--- config.mk ---
export PLATFORM = sky130hd
export DESIGN_NAME = muldiv_seq
export DESIGN_NICKNAME = d
export VERILOG_FILES = /design/src/rtl/muldiv_seq_pkg.sv /design/src/rtl/muldiv_step.sv /design/src/rtl/muldiv_seq.sv
export SDC_FILE = /design/constraint.sdc
export NUM_CORES = 1
export LEC_CHECK = 0
export CORE_MARGIN = 1.5
export CORE_UTILIZATION = 25
export CTS_CLUSTER_DIAMETER = 60
export DETAILED_ROUTE_END_ITERATION = 6
export GPL_ROUTABILITY_DRIVEN = 0
export GPL_TIMING_DRIVEN = 0
export PLACE_DENSITY_LB_ADDON = 0.1
export SLEW_MARGIN = 25
export SYNTH_ARGS = -nofsm -noshare
export SYNTH_HDL_FRONTEND = slang
export SYNTH_SLANG_ARGS = --single-unit
--- constraint.sdc ---
create_clock -name clk -period 4.3 [get_ports clk]
set_clock_uncertainty 0.05 [all_clocks]
set_input_delay 0.43 -clock clk [delete_from_list [all_inputs] [get_ports clk]]
set_output_delay 0.43 -clock clk [all_outputs]
set_load 0.01 [all_outputs]
--- src/rtl/muldiv_seq_pkg.sv ---
// Shared control encodings for the execute stage: ALU op codes, multiply/divide
// op codes and the multiply/divide sequencer states.
package muldiv_seq_pkg;

  typedef enum logic [3:0] {
    ALU_ADD  = 4'h0,
    ALU_SUB  = 4'h1,
    ALU_AND  = 4'h2,
    ALU_OR   = 4'h3,
    ALU_XOR  = 4'h4,
    ALU_NOR  = 4'h5,
    ALU_SLT  = 4'h6,
    ALU_SLTU = 4'h7,
    ALU_SLL  = 4'h8,
    ALU_SRL  = 4'h9,
    ALU_SRA  = 4'hA,
    ALU_LUI  = 4'hB
  } alu_op_t;

  typedef enum logic [1:0] {
    OP_MULTU = 2'b00,
    OP_MULT  = 2'b01,
    OP_DIVU  = 2'b10,
    OP_DIV   = 2'b11
  } mdu_op_t;

  typedef enum logic [1:0] {
    ST_IDLE = 2'b00,
    ST_RUN  = 2'b01,
    ST_FIX  = 2'b10
  } mdu_state_t;

  function automatic logic is_div_op(input mdu_op_t o);
    return (o == OP_DIVU) || (o == OP_DIV);
  endfunction

  function automatic logic is_signed_op(input mdu_op_t o);
    return (o == OP_MULT) || (o == OP_DIV);
  endfunction

endpackage

--- src/rtl/muldiv_step.sv ---
// One radix-2 iteration: shift-add multiply or restoring shift-subtract divide
// on the {acc_hi, acc_lo} working pair.
module muldiv_step
  import muldiv_seq_pkg::*;
(
  input  logic        is_div,
  input  logic [31:0] acc_hi,
  input  logic [31:0] acc_lo,
  input  logic [31:0] opnd,
  output logic [31:0] nxt_hi,
  output logic [31:0] nxt_lo
);

  logic [32:0] sum;
  logic [32:0] shifted;
  logic        fits;

  always_comb begin
    sum     = {1'b0, acc_hi} + (acc_lo[0] ? {1'b0, opnd} : 33'd0);
    shifted = {acc_hi, acc_lo[31]};
    fits    = (shifted >= {1'b0, opnd});
    nxt_hi  = '0;
    nxt_lo  = '0;
    if (is_div) begin
      // Remainder stays below the divisor, so a 32-bit difference is exact.
      nxt_hi = fits ? (shifted[31:0] - opnd) : shifted[31:0];
      nxt_lo = {acc_lo[30:0], fits};
    end else begin
      nxt_hi = sum[32:1];
      nxt_lo = {sum[0], acc_lo[31:1]};
    end
  end

endmodule

--- src/rtl/muldiv_seq.sv ---
// Sequential 32-bit multiply/divide unit with HI/LO result registers,
// 32-step radix-2 iteration followed by a sign-fix cycle.
module muldiv_seq
  import muldiv_seq_pkg::*;
(
  input  logic        clk,
  input  logic        rst_n,
  input  logic        start,
  input  logic [1:0]  op,
  input  logic [31:0] busA,
  input  logic [31:0] busB,
  input  logic        hi_we,
  input  logic        lo_we,
  input  logic        flush,
  output logic        busy,
  output logic        done,
  output logic [31:0] hi,
  output logic [31:0] lo
);

  mdu_state_t  state, state_nxt;
  mdu_op_t     op_in, op_q;
  logic [4:0]  cnt;
  logic [31:0] acc_hi, acc_lo, opnd;
  logic        neg_hi, neg_lo;
  logic [31:0] step_hi, step_lo;
  logic        a_neg, b_neg, div0;
  logic [31:0] mag_a, mag_b;
  logic [63:0] prod_fix;
  logic [31:0] fix_hi, fix_lo;

  assign op_in = mdu_op_t'(op);
  assign busy  = (state != ST_IDLE);

  always_comb begin
    a_neg = is_signed_op(op_in) & busA[31];
    b_neg = is_signed_op(op_in) & busB[31];
    mag_a = a_neg ? (~busA + 32'd1) : busA;
    mag_b = b_neg ? (~busB + 32'd1) : busB;
    div0  = is_div_op(op_in) && (busB == '0);
  end

  muldiv_step u_step (
    .is_div (is_div_op(op_q)),
    .acc_hi (acc_hi),
    .acc_lo (acc_lo),
    .opnd   (opnd),
    .nxt_hi (step_hi),
    .nxt_lo (step_lo)
  );

  always_comb begin
    prod_fix = neg_lo ? (~{acc_hi, acc_lo} + 64'd1) : {acc_hi, acc_lo};
    fix_hi   = prod_fix[63:32];
    fix_lo   = prod_fix[31:0];
    if (is_div_op(op_q)) begin
      fix_lo = neg_lo ? (~acc_lo + 32'd1) : acc_lo;
      fix_hi = neg_hi ? (~acc_hi + 32'd1) : acc_hi;
    end
  end

  always_comb begin
    state_nxt = state;
    case (state)
      ST_IDLE: if (start) state_nxt = div0 ? ST_FIX : ST_RUN;
      ST_RUN: begin
        if (flush)               state_nxt = ST_IDLE;
        else if (cnt == 5'd31)   state_nxt = ST_FIX;
      end
      ST_FIX:  state_nxt = ST_IDLE;
      default: state_nxt = ST_IDLE;
    endcase
  end

  always_ff @(posedge clk or negedge rst_n) begin
    if (!rst_n) state <= ST_IDLE;
    else        state <= state_nxt;
  end

  always_ff @(posedge clk or negedge rst_n) begin
    if (!rst_n) begin
      op_q   <= OP_MULTU;
      cnt    <= '0;
      acc_hi <= '0;
      acc_lo <= '0;
      opnd   <= '0;
      neg_hi <= 1'b0;
      neg_lo <= 1'b0;
      done   <= 1'b0;
      hi     <= '0;
      lo     <= '0;
    end else begin
      done <= 1'b0;
      case (state)
        ST_IDLE: begin
          if (start) begin
            op_q <= op_in;
            cnt  <= '0;
            if (div0) begin
              // Preload the final results so FIX writes them with no correction.
              acc_hi <= busA;
              acc_lo <= '1;
              opnd   <= '0;
              neg_hi <= 1'b0;
              neg_lo <= 1'b0;
            end else if (is_div_op(op_in)) begin
              acc_hi <= '0;
              acc_lo <= mag_a;
              opnd   <= mag_b;
              neg_hi <= a_neg;
              neg_lo <= a_neg ^ b_neg;
            end else begin
              acc_hi <= '0;
              acc_lo <= mag_b;
              opnd   <= mag_a;
              neg_hi <= a_neg ^ b_neg;
              neg_lo <= a_neg ^ b_neg;
            end
          end else begin
            if (hi_we) hi <= busA;
            if (lo_we) lo <= busA;
          end
        end
        ST_RUN: begin
          if (!flush) begin
            acc_hi <= step_hi;
            acc_lo <= step_lo;
            cnt    <= cnt + 5'd1;
          end
        end
        ST_FIX: begin
          if (!flush) begin
            hi   <= fix_hi;
            lo   <= fix_lo;
            done <= 1'b1;
          end
        end
        default: ;
      endcase
    end
  end

endmodule
# Word-level counts from Yosys, hierarchy flattened
# Index checks and enable logic that the tools add are counted.
[totals] ff_bits=172 inputBits=72
[op_classes] add_sub_neg=8 magnitude_cmp=1 eq_ne=15 muxes=43 n_bitwise=8 n_reduce_logical=14
[ops] operator="32-bit 2-to-1 mux" count=25
[ops] operator="32-bit one-hot mux with 2 select lines" count=4
[ops] operator="32-bit by 1-bit adder with 32-bit output, second input constant" count=4
[ops] operator="32-bit NOT" count=4
[ops] operator="64-bit by 1-bit adder with 64-bit output, second input constant" count=1
[ops] operator="64-bit 2-to-1 mux" count=1
[ops] operator="64-bit NOT" count=1
[ops] operator="32-bit by 33-bit adder with 33-bit output" count=1
[ops] operator="33-bit by 32-bit >= comparator with 1-bit output" count=1
[ops] operator="32-bit logical NOT" count=1
[ops] operator="32-bit subtractor" count=1
[ops] operator="2-bit inequality test, second input constant" count=6
[ops] operator="2-bit equality test, second input constant" count=5
[ops] operator="5-bit 2-to-1 mux" count=2
[ops] operator="5-bit one-hot mux with 2 select lines" count=1
[ops] operator="2-bit 2-to-1 mux" count=4
[ops] operator="4-bit AND reduction" count=2
[ops] operator="2-bit nonzero test" count=3
[ops] operator="5-bit by 1-bit adder with 5-bit output, second input constant" count=1
[ops] operator="5-bit equality test, second input constant" count=1
[ops] operator="1-bit 2-to-1 mux" count=5
[ops] operator="2-bit by 1-bit equality test with 1-bit output, second input constant" count=2
[ops] operator="2-bit one-hot mux with 2 select lines" count=1
[ops] operator="2-bit AND reduction" count=2
[ops] operator="other kinds (7)" count=10

# Logic depth before layout (Yosys ltp)
# Gate-level depths: netlist of the first run.
[logic_depth] depth_word=8 depth_mapped=14 mapped_depth_nobuf=13

# Modules after synthesis
# Synthesis of the first run repeated with hierarchy kept, for this count alone.
[hier_totals] cells_unflattened=2004 hier_area_um2=15700.1
[by_module_without_submodules] module="muldiv_seq" instances=1 cells_per_inst=1299 area_per_inst_um2=10832.9 seq_area_each_um2=4279.1
[by_module_without_submodules] module="muldiv_step" instances=1 cells_per_inst=705 area_per_inst_um2=4867.2 seq_area_each_um2=0.0

# Least setup slack after synthesis of the first run
# Ideal clock, no wire load.
[synth_timing] path_type="reg-to-reg" start="register acc_hi[1]" end="register acc_hi[16]" setup_ns=0.135 arrival_ns=3.021 t_required_ns=4.115 slack_ns=1.094 path_stages_with_launch=12 path_buffers=1 period_less_slack_ns=3.206 path_cell_list="dfrtp_1 > ha_1 > o21a_1 > o31a_1 > o41ai_1 > a2111o_1 > a211o_1 > a21oi_2 > buf_2 > mux2_2 > a21oi_1 > o21ai_0"
[synth_between] elab_chain_cells=5 elab_cells_between_ends=7 classes_between="add/sub (2); order compare (1); mux (4)"
[synth_rtl] element="start, declared" line="muldiv_seq.sv:24" text="logic [31:0] acc_hi, acc_lo, opnd;"
[synth_rtl] element="start signal, assigned" line="muldiv_seq.sv:101" text="acc_hi <= busA;"
[synth_rtl] element="start signal, assigned" line="muldiv_seq.sv:126" text="acc_hi <= step_hi;"
[synth_rtl] element="32-bit subtractor / 33-bit by 32-bit >= comparator with 1-bit output (equally long branches)" line="muldiv_step.sv:26, muldiv_step.sv:21"
[synth_rtl] element="32-bit 2-to-1 mux" line="muldiv_step.sv:26" text="nxt_hi = fits ? (shifted[31:0] - opnd) : shifted[31:0];"
[synth_rtl] element="32-bit 2-to-1 mux *" line="muldiv_step.sv:24" text="if (is_div) begin"
[synth_rtl] element="32-bit 2-to-1 mux *" line="muldiv_seq.sv:125" text="if (!flush) begin"
[synth_rtl] element="32-bit one-hot mux with 2 select lines *" line="muldiv_seq.sv:94" text="case (state)"
# Every way passes the cells marked *; elsewhere a longest branch is shown, timed or not. The select of a mux whose other input is x is not followed.
# A chain may end at the register's enable or synchronous reset.

# Worst setup path after layout of the first run
[layout_timing] start="register acc_lo[31]" end="register acc_hi[28]"
[layout_between] elab_chain_cells=5 elab_cells_between_ends=6 classes_between="add/sub (1); order compare (1); mux (4)"
[layout_rtl] element="start, declared" line="muldiv_seq.sv:24"
[layout_rtl] element="start signal, assigned" line="muldiv_seq.sv:108" text="acc_lo <= mag_a;"
[layout_rtl] element="start signal, assigned" line="muldiv_seq.sv:114" text="acc_lo <= mag_b;"
[layout_rtl] element="start signal, assigned" line="muldiv_seq.sv:127" text="acc_lo <= step_lo;"
[layout_rtl] element="32-bit subtractor / 33-bit by 32-bit >= comparator with 1-bit output (equally long branches)" line="muldiv_step.sv:26, muldiv_step.sv:21"
[layout_rtl] element="32-bit 2-to-1 mux *" line="muldiv_step.sv:26"
[layout_rtl] element="32-bit 2-to-1 mux *" line="muldiv_step.sv:24"
[layout_rtl] element="32-bit 2-to-1 mux *" line="muldiv_seq.sv:125"
[layout_rtl] element="32-bit one-hot mux with 2 select lines *" line="muldiv_seq.sv:94"
# Marks and branches as above.

==> results of run 1 <==
## stage by stage
stage	hold slack, ns	utilization (%)	cells
floorplan	0.0844	-	2063
global placement	0.412	29.1	3030
detailed placement	0.333	29.2	3033
CTS	0.374	30.3	3066
global route	0.413	30.3	3065
finish	0.371	30.3	3068
## kinds of logic after synthesis
kind of cell	after synthesis	share of synthesized area (%)
adder cells (fa/ha/maj)	72	5.88
multiplexers	73	4.88
buffers and inverters	202	5.03
flip-flops	171	27.5
AO/OA/AOI/OAI	686	27.1
AND/OR/NAND/NOR	697	20.5
XOR/XNOR	162	9.11
## cell usage after synthesis, types with 17 or more instances
library cell	instances
nor4_1	26
and3_1	19
xnor2_1	90
xor2_1	72
dfrtp_1	171
a21o_1	39
inv_1	64
mux2i_1	50
or3_1	21
o31ai_1	40
o21ai_0	213
nand2b_1	18
nand3_1	36
ha_1	70
a31oi_1	27
nor3_1	32
nand2_1	261
a21oi_1	186
a211oi_1	17
o21a_1	18
o22ai_1	21
nor2_1	210
mux2_2	23
clkbuf_1	114
## layer usage
layer | share of wire, % | GRT usage [%] | vias up
li1 | - | - | 7739
met1 | 45 | 33.9 | 8069
met2 | 44 | 39.2 | 611
met3 | 5.7 | 2.80 | 120
met4 | 4.9 | 11.9 | 0
met5 | 0 | 0 | -
## power breakdown
part,internal [mW],switching [mW]
Sequential,2.07,0.815
Clock,0.890,0.856
Combinational,2.87,4.66
Total,5.83,6.33
## final timing paths
check | end | cells after the start
worst min register to register | opnd[12]$_DFFE_PN0P_ | 1
worst max-delay path | acc_hi[28]$_DFFE_PN0P_ | 13
worst min-delay path | lo[8]$_DFFE_PN0P_ | 2
max in group asynchronous | acc_hi[3]$_DFFE_PN0P_ | 3
min in group clk | opnd[12]$_DFFE_PN0P_ | 1
worst max register to register | acc_hi[28]$_DFFE_PN0P_ | 13
## flip-flops by register name, summed over array words and instances (netlist names)
name,count
acc_hi,32
acc_lo,32
hi,32
lo,32
opnd,32
cnt,5
state,2
done,1
neg_hi,1
neg_lo,1
op_q,1
## what timing repair did
| action | CTS | global route |
|---|---|---|
| endpoints found under the setup margin | 13 | 10 |
| hold buffers | 1 | 0 |
| resized for setup | 5 | 6 |
| buffers inserted | 0 | 0 |
| hold endpoints to repair | 54 | 0 |
## worst max-delay path, delay by kind of cell, from the launching register on
family / cells / cell delay [ns]
XOR/XNOR: 1 / 0.17
flip-flops: 1 / 0.44
buffers and inverters: 2 / 0.23
AND/OR/NAND/NOR: 1 / 0.29
multiplexers: 1 / 0.09
AO/OA/AOI/OAI: 6 / 2.17
adder cells (fa/ha/maj): 2 / 0.72
## placed cells by master (no fill, tap or decap), drive strengths merged, types with 11 or more instances in the layout
cell / synthesis / layout
a211oi: 17 / 17
a21boi: 15 / 15
a21o: 39 / 39
a21oi: 187 / 187
a31oi: 27 / 27
and2: 15 / 15
and3: 19 / 19
buf: 23 / 25
clkbuf: 114 / 132
clkdlybuf4s50: 0 / 129
dfrtp: 171 / 171
ha: 70 / 70
inv: 65 / 73
mux2: 23 / 23
mux2i: 50 / 50
nand2: 261 / 261
nand2b: 19 / 19
nand3: 36 / 36
nand4: 14 / 14
nor2: 211 / 211
nor3: 34 / 34
nor4: 27 / 27
o211ai: 11 / 11
o21a: 18 / 18
o21ai: 215 / 215
o22ai: 21 / 21
o31ai: 40 / 40
o41ai: 15 / 15
or3: 21 / 21
or4: 12 / 12
xnor2: 90 / 90
xor2: 72 / 72
## cell type report
| class | instances | share of cell area (%) |
|---|---|---|
| repair buffers | 134 | 7.38 |
| inverters | 65 | 1.31 |
| diodes | 3 | 0.0402 |
| clock inverters | 15 | 1.08 |
| flip-flops and latches | 171 | 22.9 |
| multi-input cells | 1690 | 56.5 |
| well taps | 837 | 5.61 |
| plain buffers | 136 | 2.91 |
| clock buffers | 17 | 2.28 |
==> impl_metrics.json, run 1 <==
{
  "die_w_microns": 253,
  "finalWorstSetupSlack_ns": 0.0865,
  "vias_per_cell": 5.39,
  "synthFlopType": "dfrtp_1",
  "grt_pass1_vias": 15900,
  "pre_cts_ws_ns": -0.123,
  "clock_latency_ns": 0.51,
  "yosysTopAreaCellShare_pct": 27.5,
  "worst_ep_required_time_ns": 4.69,
  "ant_nets": 0,
  "clock-root-buffer": "clkbuf_16",
  "async_flop_share_pct": 100,
  "vias": 16500,
  "cp-start-kind": "flip-flop",
  "rsz0062_at_grt": "no",
  "hpwl_microns": 64300,
  "routed_wl_microns": 79500,
  "power_mw": 12.2,
  "postLayoutCellArea_sq_mm": 0.0187,
  "crit_chain": "inv_1, ha_1, inv_1, fa_1, a211oi_1, o211ai_1, nand4bb_1, a21oi_1, o41ai_2, xnor2_1, mux2i_1, a2111oi_0, a211o_1",
  "grt_max_degree": 62,
  "port_buffers": 130,
  "synth_area_leader_cell": "dfrtp_1",
  "cts_buffers": 17,
  "cts_tree": "built",
  "grt_overflow_total": 0,
  "end_kind": "flip-flop",
  "yosys_warnings": 0,
  "synth-edff-count": 0,
  "cp_slowest_cell": "a2111oi_0",
  "rows": 91,
  "ys_ff_latch": 171,
  "drtPass1Iterations": 6,
  "slew_headroom_pct": 29.5,
  "die_area_sq_mm": 0.0638,
  "die_h_microns": 253,
  "start_util_pct": 25.3,
  "h-tree-depth": 4,
  "powerDensity_mw_per_mm2": 651,
  "period_needed_ns": 4.21,
  "yosysUniqueCellTypes": 85,
  "netlist_instances": 2063,
  "crit_arrival_ns": 4.61,
  "nets": 2359,
  "synth.cell_area_sq_mm": 0.0156,
  "cts.reportedPaths.clkPinSlew_ns": 0.09,
  "yosysSeqAreaShare_pct": 27.5,
  "setup_viol": 0,
  "avgSynthCellArea_sq_um": 7.55,
  "placed_area_sq_mm": 0.0180,
  "tns_ns": 0,
  "clock_sinks": 171,
  "seqCellArea_sq_mm": 0.00428,
  "max_freq_mhz": 237,
  "grt_pass1_wl_microns": 114000,
  "wl_per_cell_microns": 25.9,
  "reg2reg_slack_ns": 0.09,
  "max-clock-path-buffers": 2,
  "core_area_sq_mm": 0.0616,
  "finalCritPeriodShare_pct": 98.0,
  "antenna_found_initial": 1,
  "io_pins": 138,
  "rr_startpoint": "acc_lo[31]$_DFFE_PN0P_",
  "drt_iter0_drc": 1829,
  "path_common_cell": "inv_1",
  "maxCapViolCount": 0,
  "tightest_slew_ns": 1.06,
  "status": "finished clean",
  "drive_gt1_share_pct": 4.53,
  "path_class": "reg -> reg",
  "remaining_drc_errors": 0,
  "synth_area_leaders": "dfrtp_1, o21ai_0, nand2_1, a21oi_1, ha_1",
  "area_growth_syn_to_layout_pct": 20.0,
  "cp_max_fo": 4,
  "p_leak_nw": 7.59,
  "fill_cells": 6753,
  "synth_nets": 2207,
  "hp-class": "in -> async",
  "final-hold-violation-count": 0,
  "max_stage_delay_ns": 0.68,
  "multi_input_area_sq_mm": 0.0106,
  "vdd_drop_max_mv": 0.206,
  "gr-usage-all-layers_pct": 24.9,
  "crit_path_start": "acc_lo[31]$_DFFE_PN0P_",
  "report.final.slew_viol_count": 0
}
Power figures use the tool's default switching activity.
==> inputs of run 2 (changes only) <==
CORE_ASPECT_RATIO = 1.1   (was default)
clock period = 4.1 ns   (was 4.3 ns; I/O delays follow)
==> impl_metrics.json, run 2 (synthesis gave the netlist of run 1 again) <==
{
  "vias_per_cell": 5.46,
  "wl_per_cell_microns": 26.3,
  "gr-usage-all-layers_pct": 25.2,
  "setup_viol": 0,
  "cts.reportedPaths.clkPinSlew_ns": 0.07,
  "start_util_pct": 25.4,
  "remaining_drc_errors": 1,
  "drtPass1Iterations": 7,
  "pre_cts_ws_ns": -0.646,
  "hpwl_microns": 64600,
  "core_area_sq_mm": 0.0613,
  "worst_ep_required_time_ns": 4.41,
  "clock_sinks": 171,
  "area_growth_syn_to_layout_pct": 19.7,
  "cts_buffers": 17,
  "cp-start-kind": "flip-flop",
  "reg2reg_to": "acc_hi[27]$_DFFE_PN0P_",
  "whs_ns": 0.399,
  "rsz0062_at_grt": "yes",
  "finalCritPeriodShare_pct": 96.9,
  "die_h_microns": 265,
  "final_common_cell": "nand2_1",
  "h-tree-depth": 4,
  "finalWorstSetupSlack_ns": 0.129,
  "max_freq_mhz": 252,
  "vdd_drop_max_mv": 0.312,
  "mostFrequentLayoutCells": "nand2_1, o21ai_0, nor2_1",
  "reg2reg_depth": 12,
  "violations": "design-rule violations",
  "routed_wl_microns": 80400,
  "status": "complete, but fails checks",
  "nets": 2361,
  "clock_latency_ns": 0.48,
  "io_pins": 138,
  "drive_gt1_share_pct": 4.71,
  "max-clock-path-buffers": 2,
  "seqCellArea_sq_mm": 0.00428,
  "crit_arrival_ns": 4.28,
  "tightest_slew_ns": 1.05,
  "grt_pass1_vias": 16300,
  "fill_cells": 6790,
  "die_area_sq_mm": 0.0638,
  "cts_tree": "built",
  "die_w_microns": 241,
  "clock-root-buffer": "clkbuf_16",
  "path_class": "reg -> reg",
  "vias": 16700,
  "grt_pass1_wl_microns": 116000,
  "port_buffers": 130,
  "end_kind": "flip-flop",
  "grt_max_degree": 65,
  "final-hold-violation-count": 0,
  "ant_nets": 0,
  "powerDensity_mw_per_mm2": 684,
  "rr_startpoint": "opnd[24]$_DFFE_PN0P_",
  "grt_overflow_total": 0,
  "rows": 95,
  "cp_max_fo": 10,
  "multi_input_area_sq_mm": 0.0106,
  "antenna_found_initial": 4,
  "hp-class": "in -> async",
  "drt_iter0_drc": 1421,
  "report.final.slew_viol_count": 0,
  "slew_headroom_pct": 30.3,
  "p_leak_nw": 7.57,
  "reg2reg_slack_ns": 0.13,
  "period_needed_ns": 3.97,
  "maxCapViolCount": 0
}
[run 2: stage by stage]
| stage | total power, mW | instances | instance area [sq um] | utilization [%] | TNS, ns |
|---|---|---|---|---|---|
| after floorplan | 7.78 | 2063 | 15600 | - | 0 |
| after global placement | 10.8 | 3017 | 17900 | 29.2 | -934.37 |
| after detailed placement | 10.8 | 3019 | 18000 | 29.3 | -9.52 |
| after CTS | 12.5 | 3051 | 18600 | 30.3 | -0.0445 |
| after global routing | 13.6 | 3054 | 18600 | 30.4 | -0.0487 |
| final | 12.8 | 3056 | 18600 | 30.4 | 0 |
[run 2: worst max-delay path, cell delays in order, from the launching register on]
cell	delay [ns]
dfrtp_1	0.50
inv_1	0.12
ha_1	0.28
clkbuf_1	0.20
a21oi_1	0.22
o21ai_0	0.26
a221oi_2	0.46
o31ai_1	0.13
nor2_1	0.25
a21o_2	0.46
clkbuf_2	0.45
nor2_1	0.17
o31a_1	0.32
[run 2: worst max path at each step]
| stage | from | end | depth (start not counted) |
|---|---|---|---|
| final | opnd[24]$_DFFE_PN0P_ | acc_hi[27]$_DFFE_PN0P_ | 12 |
| after global routing | acc_lo[0]$_DFFE_PN0P_ | acc_hi[27]$_DFFE_PN0P_ | 14 |
| after CTS | acc_lo[0]$_DFFE_PN0P_ | acc_hi[27]$_DFFE_PN0P_ | 13 |
| after detailed placement | opnd[24]$_DFFE_PN0P_ | acc_hi[27]$_DFFE_PN0P_ | 13 |
| after global placement | rst_n | hi[29]$_DFFE_PN0P_ | 1 |
| after floorplan | acc_hi[1]$_DFFE_PN0P_ | acc_hi[16]$_DFFE_PN0P_ | 11 |
[run 2: final cells by class]
class	instances	area share [%]
antenna	2	0.0268
multi-input combinational	1690	56.7
buffer	136	2.93
timing repair buffer	136	7.54
clock buffer	20	2.40
clock inverter	12	0.564
inverter	65	1.31
tap	824	5.53
sequential	171	23.0
[run 2: power breakdown]
part           internal, mW  switching, mW
clock                 0.808          0.821
sequential             2.18          0.838
combinational          3.11           5.00
[run 2: repair_timing]
action | CTS | global route
endpoints found under the hold margin | 53 | 0
hold buffers | 1 | 0
pin swaps | 0 | 1
resized for setup | 9 | 6
setup endpoints to repair | 40 | 30
buffers inserted | 0 | 3
[run 2: per-layer routing]
metal / up-vias / GRT usage [%] / wire, microns
met2: 643 / 41.9 / 38000
li1: 7740 / - / -
met4: 4 / 12.7 / 4190
met5: - / 0 / 26
met3: 162 / 3.05 / 4400
met1: 8126 / 31.8 / 33800
